$ cat config.mk
export PLATFORM = sky130hd
export DESIGN_NAME = uart_rx
export DESIGN_NICKNAME = d
export VERILOG_FILES = /design/src/rtl/uart_rx.sv
export SDC_FILE = /design/constraint.sdc
export NUM_CORES = 1
export LEC_CHECK = 0
export BUFFER_PORTS_ARGS = -buffer_cell sky130_fd_sc_hd__buf_2
export CORE_ASPECT_RATIO = 1.4
export CORE_UTILIZATION = 32
export DETAILED_ROUTE_END_ITERATION = 10
export HOLD_SLACK_MARGIN = 0.08
export SLEW_MARGIN = 20
export SYNTH_ARGS = -nofsm -noshare
export SYNTH_HDL_FRONTEND = slang
export SYNTH_SLANG_ARGS = --single-unit
export TNS_END_PERCENT = 30
$ cat constraint.sdc
create_clock -name clk -period 7.69 [get_ports clk]
set_clock_uncertainty 0.05 [all_clocks]
set_input_delay 0.3845 -clock clk [delete_from_list [all_inputs] [get_ports clk]]
set_output_delay 0.3845 -clock clk [all_outputs]
set_load 0.02 [all_outputs]
$ cat src/rtl/uart_rx.sv
// 8N1 UART receiver with 2-flop input synchronizer, 3-sample majority voting
// and a fixed bit-period table for a 50 MHz clock.
module uart_rx (
  input  logic       clk,
  input  logic       reset_n,
  input  logic       rx,
  input  logic [2:0] baud_set,
  output logic [7:0] data,
  output logic       rx_done,
  output logic       frame_err,
  output logic       busy
);

  localparam int unsigned CNT_W = 18;
  localparam int unsigned IDX_W = 3;

  localparam logic [CNT_W-1:0] N_300   = 18'd166667;
  localparam logic [CNT_W-1:0] N_1200  = 18'd41667;
  localparam logic [CNT_W-1:0] N_2400  = 18'd20833;
  localparam logic [CNT_W-1:0] N_9600  = 18'd5208;
  localparam logic [CNT_W-1:0] N_19200 = 18'd2604;
  localparam logic [CNT_W-1:0] N_115K  = 18'd434;

  localparam logic [1:0] IDLE  = 2'd0;
  localparam logic [1:0] START = 2'd1;
  localparam logic [1:0] DATA  = 2'd2;
  localparam logic [1:0] STOP  = 2'd3;

  logic             rx_meta, rx_s, rx_prev;
  logic [1:0]       sync_vld;
  logic [1:0]       state, state_nx;
  logic [CNT_W-1:0] cnt, cnt_nx;
  logic [CNT_W-1:0] n_reg, n_nx, n_sel_c, half_c;
  logic [IDX_W-1:0] idx, idx_nx;
  logic [7:0]       shreg, shreg_nx, data_nx;
  logic [1:0]       smp, smp_nx;
  logic             rx_done_nx, frame_err_nx;
  logic             fall_c, maj_c, last_c, at_lo_c, at_mid_c, at_dec_c;

  // Bit-period lookup; unlisted codes fall back to 9600 baud
  always_comb begin
    case (baud_set)
      3'b000:  n_sel_c = N_300;
      3'b001:  n_sel_c = N_1200;
      3'b010:  n_sel_c = N_2400;
      3'b011:  n_sel_c = N_9600;
      3'b100:  n_sel_c = N_19200;
      3'b101:  n_sel_c = N_115K;
      default: n_sel_c = N_9600;
    endcase
  end

  assign half_c   = n_reg >> 1;
  assign last_c   = (cnt == n_reg - 18'd1);
  assign at_lo_c  = (cnt == half_c - 18'd1);
  assign at_mid_c = (cnt == half_c);
  assign at_dec_c = (cnt == half_c + 18'd1);
  assign maj_c    = (smp[0] & smp[1]) | (smp[0] & rx_s) | (smp[1] & rx_s);
  // rx_prev stays 0 until the synchronizer holds real line samples, so a line
  // that is already low when reset releases is not mistaken for a start edge
  assign fall_c   = rx_prev & ~rx_s;

  always_ff @(posedge clk or negedge reset_n) begin
    if (!reset_n) begin
      rx_meta  <= 1'b1;
      rx_s     <= 1'b1;
      sync_vld <= 2'b00;
      rx_prev  <= 1'b0;
    end else begin
      rx_meta  <= rx;
      rx_s     <= rx_meta;
      sync_vld <= {sync_vld[0], 1'b1};
      rx_prev  <= sync_vld[1] ? rx_s : 1'b0;
    end
  end

  // Next-state, datapath and output decode
  always_comb begin
    state_nx     = state;
    cnt_nx       = cnt;
    n_nx         = n_reg;
    idx_nx       = idx;
    shreg_nx     = shreg;
    smp_nx       = smp;
    data_nx      = data;
    rx_done_nx   = 1'b0;
    frame_err_nx = 1'b0;

    if (state != IDLE) begin
      cnt_nx = last_c ? '0 : cnt + 18'd1;
      if (at_lo_c)  smp_nx[0] = rx_s;
      if (at_mid_c) smp_nx[1] = rx_s;
    end

    case (state)
      IDLE: begin
        if (fall_c) begin
          state_nx = START;
          cnt_nx   = '0;
          n_nx     = n_sel_c;
          idx_nx   = '0;
        end
      end
      START: begin
        if (at_dec_c && maj_c) begin
          state_nx = IDLE;
          cnt_nx   = '0;
        end else if (last_c) begin
          state_nx = DATA;
        end
      end
      DATA: begin
        if (at_dec_c) shreg_nx = {maj_c, shreg[7:1]};
        if (last_c) begin
          idx_nx = idx + 3'd1;
          if (idx == 3'd7) state_nx = STOP;
        end
      end
      STOP: begin
        if (at_dec_c) begin
          state_nx = IDLE;
          cnt_nx   = '0;
          if (maj_c) begin
            data_nx    = shreg;
            rx_done_nx = 1'b1;
          end else begin
            frame_err_nx = 1'b1;
          end
        end
      end
      default: state_nx = IDLE;
    endcase
  end

  always_ff @(posedge clk or negedge reset_n) begin
    if (!reset_n) begin
      state     <= IDLE;
      cnt       <= '0;
      n_reg     <= N_9600;
      idx       <= '0;
      shreg     <= 8'h00;
      smp       <= 2'b00;
      data      <= 8'h00;
      rx_done   <= 1'b0;
      frame_err <= 1'b0;
      busy      <= 1'b0;
    end else begin
      state     <= state_nx;
      cnt       <= cnt_nx;
      n_reg     <= n_nx;
      idx       <= idx_nx;
      shreg     <= shreg_nx;
      smp       <= smp_nx;
      data      <= data_nx;
      rx_done   <= rx_done_nx;
      frame_err <= frame_err_nx;
      busy      <= (state_nx != IDLE);
    end
  end

endmodule

## After elaboration in Yosys (flattened, before gate mapping)

Index checks and enable logic that the tools add are counted.

- Register bits: 67
- Input port bits: 6
- Output and inout port bits: 11

- Add/subtract/negate cells: 5
- Equal/unequal tests: 14
- Muxes and demuxes: 24
- Bitwise logic cells: 7
- Reductions and logical operators: 12

Operator list:

| kind | count |
|---|---|
| 18-bit 2-to-1 mux | 5 |
| 18-bit one-hot mux with 5 select lines | 1 |
| 18-bit == test | 3 |
| 18-bit one-hot mux with 3 select lines | 1 |
| 17-bit by 1-bit adder with 18-bit output (second input constant) | 1 |
| 18-bit by 1-bit adder with 18-bit output (second input constant) | 1 |
| 18-bit by 17-bit == test with 1-bit output | 1 |
| 17-bit by 1-bit subtractor with 18-bit output (second input constant) | 1 |
| 18-bit by 1-bit subtractor with 18-bit output (second input constant) | 1 |
| 2-bit 2-to-1 mux | 6 |
| 3-bit == test (second input constant) | 3 |
| 2-bit one-hot mux with 4 select lines | 1 |
| 2-bit AND reduction | 4 |
| 1-bit 2-to-1 mux | 7 |
| 3-bit 2-to-1 mux | 2 |
| 3-bit one-hot mux with 2 select lines | 1 |
| 3-bit AND reduction | 2 |
| 2-bit nonzero test | 3 |
| 1-bit AND | 4 |
| 2-bit == test (second input constant) | 2 |
| 2-bit inequality test (second input constant) | 2 |
| 3-bit by 1-bit adder with 3-bit output (second input constant) | 1 |
| 3-bit by 1-bit == test with 1-bit output (second input constant) | 1 |
| 3-bit by 2-bit == test with 1-bit output (second input constant) | 1 |
| 6 further kinds | 7 |

## Depth between registers and ports, before layout

- Depth in word-level cells: 7
- Gate-level depth with buffers: 12

## Least setup slack after synthesis

OpenSTA, ideal clock, no wires.

- Path kind: reg-to-reg
- Start point: register n_reg[2]
- End point: register cnt[10]
- Data arrival time: 2693 ps
- Required time: 7521 ps
- Slack: 4828 ps
- Cell stages (with the launch flop): 13
- Clock period less this slack: 2862 ps
- Cells stage by stage: dfrtp_1 -> buf_2 -> inv_1 -> ha_1 -> nor4b_2 -> nand3_1 -> mux2i_1 -> or3_1 -> and2_0 -> nor4_4 -> o21a_2 -> buf_4 -> nor2_1

- Cells in the longest elaborated chain, start to end: 6
- Elaborated cells on any way between the ends: 11

Ends and longest elaborated chain:

| item | line | RTL |
|---|---|---|
| start, declared | 33 | `logic [CNT_W-1:0] n_reg, n_nx, n_sel_c, half_c;` |
| start signal, assigned | 150 | `n_reg <= n_nx;` |
| 18-bit by 1-bit subtractor with 18-bit output | 54 | `assign last_c = (cnt == n_reg - 18'd1);` |
| 18-bit == test | 54 |  |
| 18-bit 2-to-1 mux | 90 | `cnt_nx = last_c ? '0 : cnt + 18'd1;` |
| 18-bit 2-to-1 mux | 89 | `if (state != IDLE) begin` |
| 18-bit 2-to-1 mux (on tied branches) | 120, 105, 97 |  |
| 18-bit one-hot mux with 3 select lines (*) | 95 | `case (state)` |
| net cnt_nx[10] | 32 | `logic [CNT_W-1:0] cnt, cnt_nx;` |
| end signal, assigned | 149 | `cnt <= cnt_nx;` |
| end, declared | 32 |  |

Mark *: on every way through the listed nets, which the timed path passes. The rest lies on a longest branch.
A chain may end at the register's enable or synchronous reset.

## Worst setup path in the final report

- Start point: register n_reg[8]
- End point: register cnt[9]

Same word-level chain as after synthesis.

==> metrics.cfg <==
[sta]
fin_ws_ns=4.02
worstMarginPinSlew_ns=0.928
setup_viol_count_final=0
post-route-period-util_pct=47.7
hold_viol=0
rsz0062_at_grt=no
drv_slew=0
period_needed_ns=3.67
slew_headroom_pct=37.6
fmax_ghz=0.273
tns_ns=0

[cts]
clkTransAtPathRegs_ns=0.06
cts-htree-levels=3
cts_sinks=66
cts_tree=done
postCtsSetupRepairBufs=0
cts.path.max_buffers=2
numCtsBuffers=9
cts_root_buf=clkbuf_16
clk_latency_ns=0.33
hold_buffers=0
ctsResizeCount=0

[drt]
drc=0
vias=3749
wire_per_inst_um=17.5
wl_um=11900
drt_first_pass_iters=5
viasPerCell=5.52
drt-initial-drc-count=262
final_antenna_net_count=0

[global_routing]
grt_start_max_net_pins=67
grt-ovfl-total=0
groute.usage.overall_pct=17.7
grt_pass1_wl_um=19700
antenna_found_initial=0
grt_pass1_vias=3769

[placed_design]
post-place-ws_ns=4.07
placed_cells=663
gp_congestion=0.966
port_buffers=16
dp_hpwl_um=8990

[synthesis]
synth_area_um2=4590
yosys_warnings=0
synth-async-reset-ratio_pct=100
synth_fp_nets=509
postSynthCellCount=497
synth_edf_count=0
syn_avg_cell_area_um2=9.23
synth_cell_types=75
synth-main-ff-cell=dfrtp_1
synth-seq-area-share_pct=36.2
synth_seq_cells=66

[critical_path]
worstSetupPathType=flop to flop
worstSetupEndpointType=flop
cp.arrival_ns=3.82
crit_fanout=16
required_ns=7.85
startpoint_type=flop

[pwr]
total_power_uw=1770
power_density_nw_per_um2=351
vdd_drop_max_mv=0.159
p_leak_uw=0.00209

[finish]
fin_cells=679
drive_gt1_share_pct=15.8
layout.nets=501
area_growth_pct=9.87
final_cell_mix=59 x dfrtp_1, 46 x nand2_1, 43 x xnor2_1
largest_reg_flops=18
antenna_cells=0
fillerInstances=1431
layout_commonest_cell=dfrtp_1

[die]
initial_utilization_pct=32.8
io_pins=17
die_width_um=103
coreArea_um2=14000
rows=51
die-area_um2=14800
die_y_um=144

[status]
status=complete, no violations

[run]
cap_violations=0

[worst_hold_path]
hold_class=input port to flop

-- cell type report --
cell class	instances	area, um^2	area share (%)
clock inverters	7	76.3	1.51
well taps	185	231	4.59
multi-input cells	382	2710	53.7
repair buffers	18	95.1	1.89
flip-flops and latches	66	1660	32.9
clock buffers	9	225	4.47
inverters	12	45.0	0.893
-- cells in the mapped netlist (all sizes together), types with 7 or more instances --
library cell,instances,area (um^2)
nor2b,7,43.8
nor4,18,174
nor3,13,81.3
xnor2,43,377
o31ai,8,60.1
nand4,14,87.6
o21ai,19,103
inv,11,41.3
nor2,32,120
mux2,20,225
a21oi,11,55.1
nand3,18,90.1
buf,14,87.6
dfstp,7,184
and4,7,61.3
xor2,24,210
and3,7,43.8
nand2b,9,56.3
dfrtp,59,1480
nand2,46,173
clkbuf,23,87.6
-- per-layer routing --
layer | global-route usage (%) | wire (um) | vias to the layer above
li1 | - | - | 1763
met1 | 20.3 | 4720 | 1832
met2 | 30.5 | 6110 | 106
met3 | 2.82 | 381 | 48
met4 | 10.7 | 672 | 0
met5 | 0 | 0 | -
-- stage by stage --
stage	cell area, um^2	hold slack [ns]	utilization, %
after global routing	5040	0.0953	36.1
after floorplan	4590	0.0389	-
after CTS	5040	0.0843	36.1
after global placement	4740	0.282	33.9
final	5040	0.0971	36.1
after detailed placement	4740	0.287	33.9
-- final timing paths --
| path | start | slack, ns | endpoint | cells past startpoint |
|---|---|---|---|---|
| max | n_reg[8] | 4.02 | cnt[9] | 8 |
| min | rx | 0.1 | rx_meta | 1 |
| max reg2reg | n_reg[8] | 4.02 | cnt[9] | 8 |
| min reg2reg | sync_vld[0] | 0.30 | sync_vld[1] | 0 |
| max in group asynchronous | reset_n | 6.86 | n_reg[11] | 2 |
| min in group asynchronous | reset_n | 0.18 | sync_vld[0] | 2 |
-- report_power, final --
group / internal (uW) / total [uW] / switching (uW)
Combinational: 325 / 739 / 414
Sequential: 419 / 620 / 202
Clock: 253 / 413 / 159
-- critical path, cell delays in order, from the launching register on --
cell and delay, ns:
dfrtp_1 0.59, nor4_1 0.72, nand3_1 0.38, mux2i_1 0.19, or3_1 0.35, and2_0 0.24
nor4_4 0.53, o21a_2 0.36, nor2_1 0.10
-- logic make-up after synthesis --
logic type / count (synthesis) / synth area share [%]
DFF: 66 / 36.2
muxes: 26 / 6.22
adders and majority gates: 7 / 1.85
xor gates and xnor gates: 68 / 13.3
buffers and inverters: 49 / 4.80
AOI/OAI and AO/OA: 85 / 12.9
other: 1 / 0.0817
and+or+nand+nor: 195 / 24.6
No activity file was read; power rests on OpenSTA's default activity.
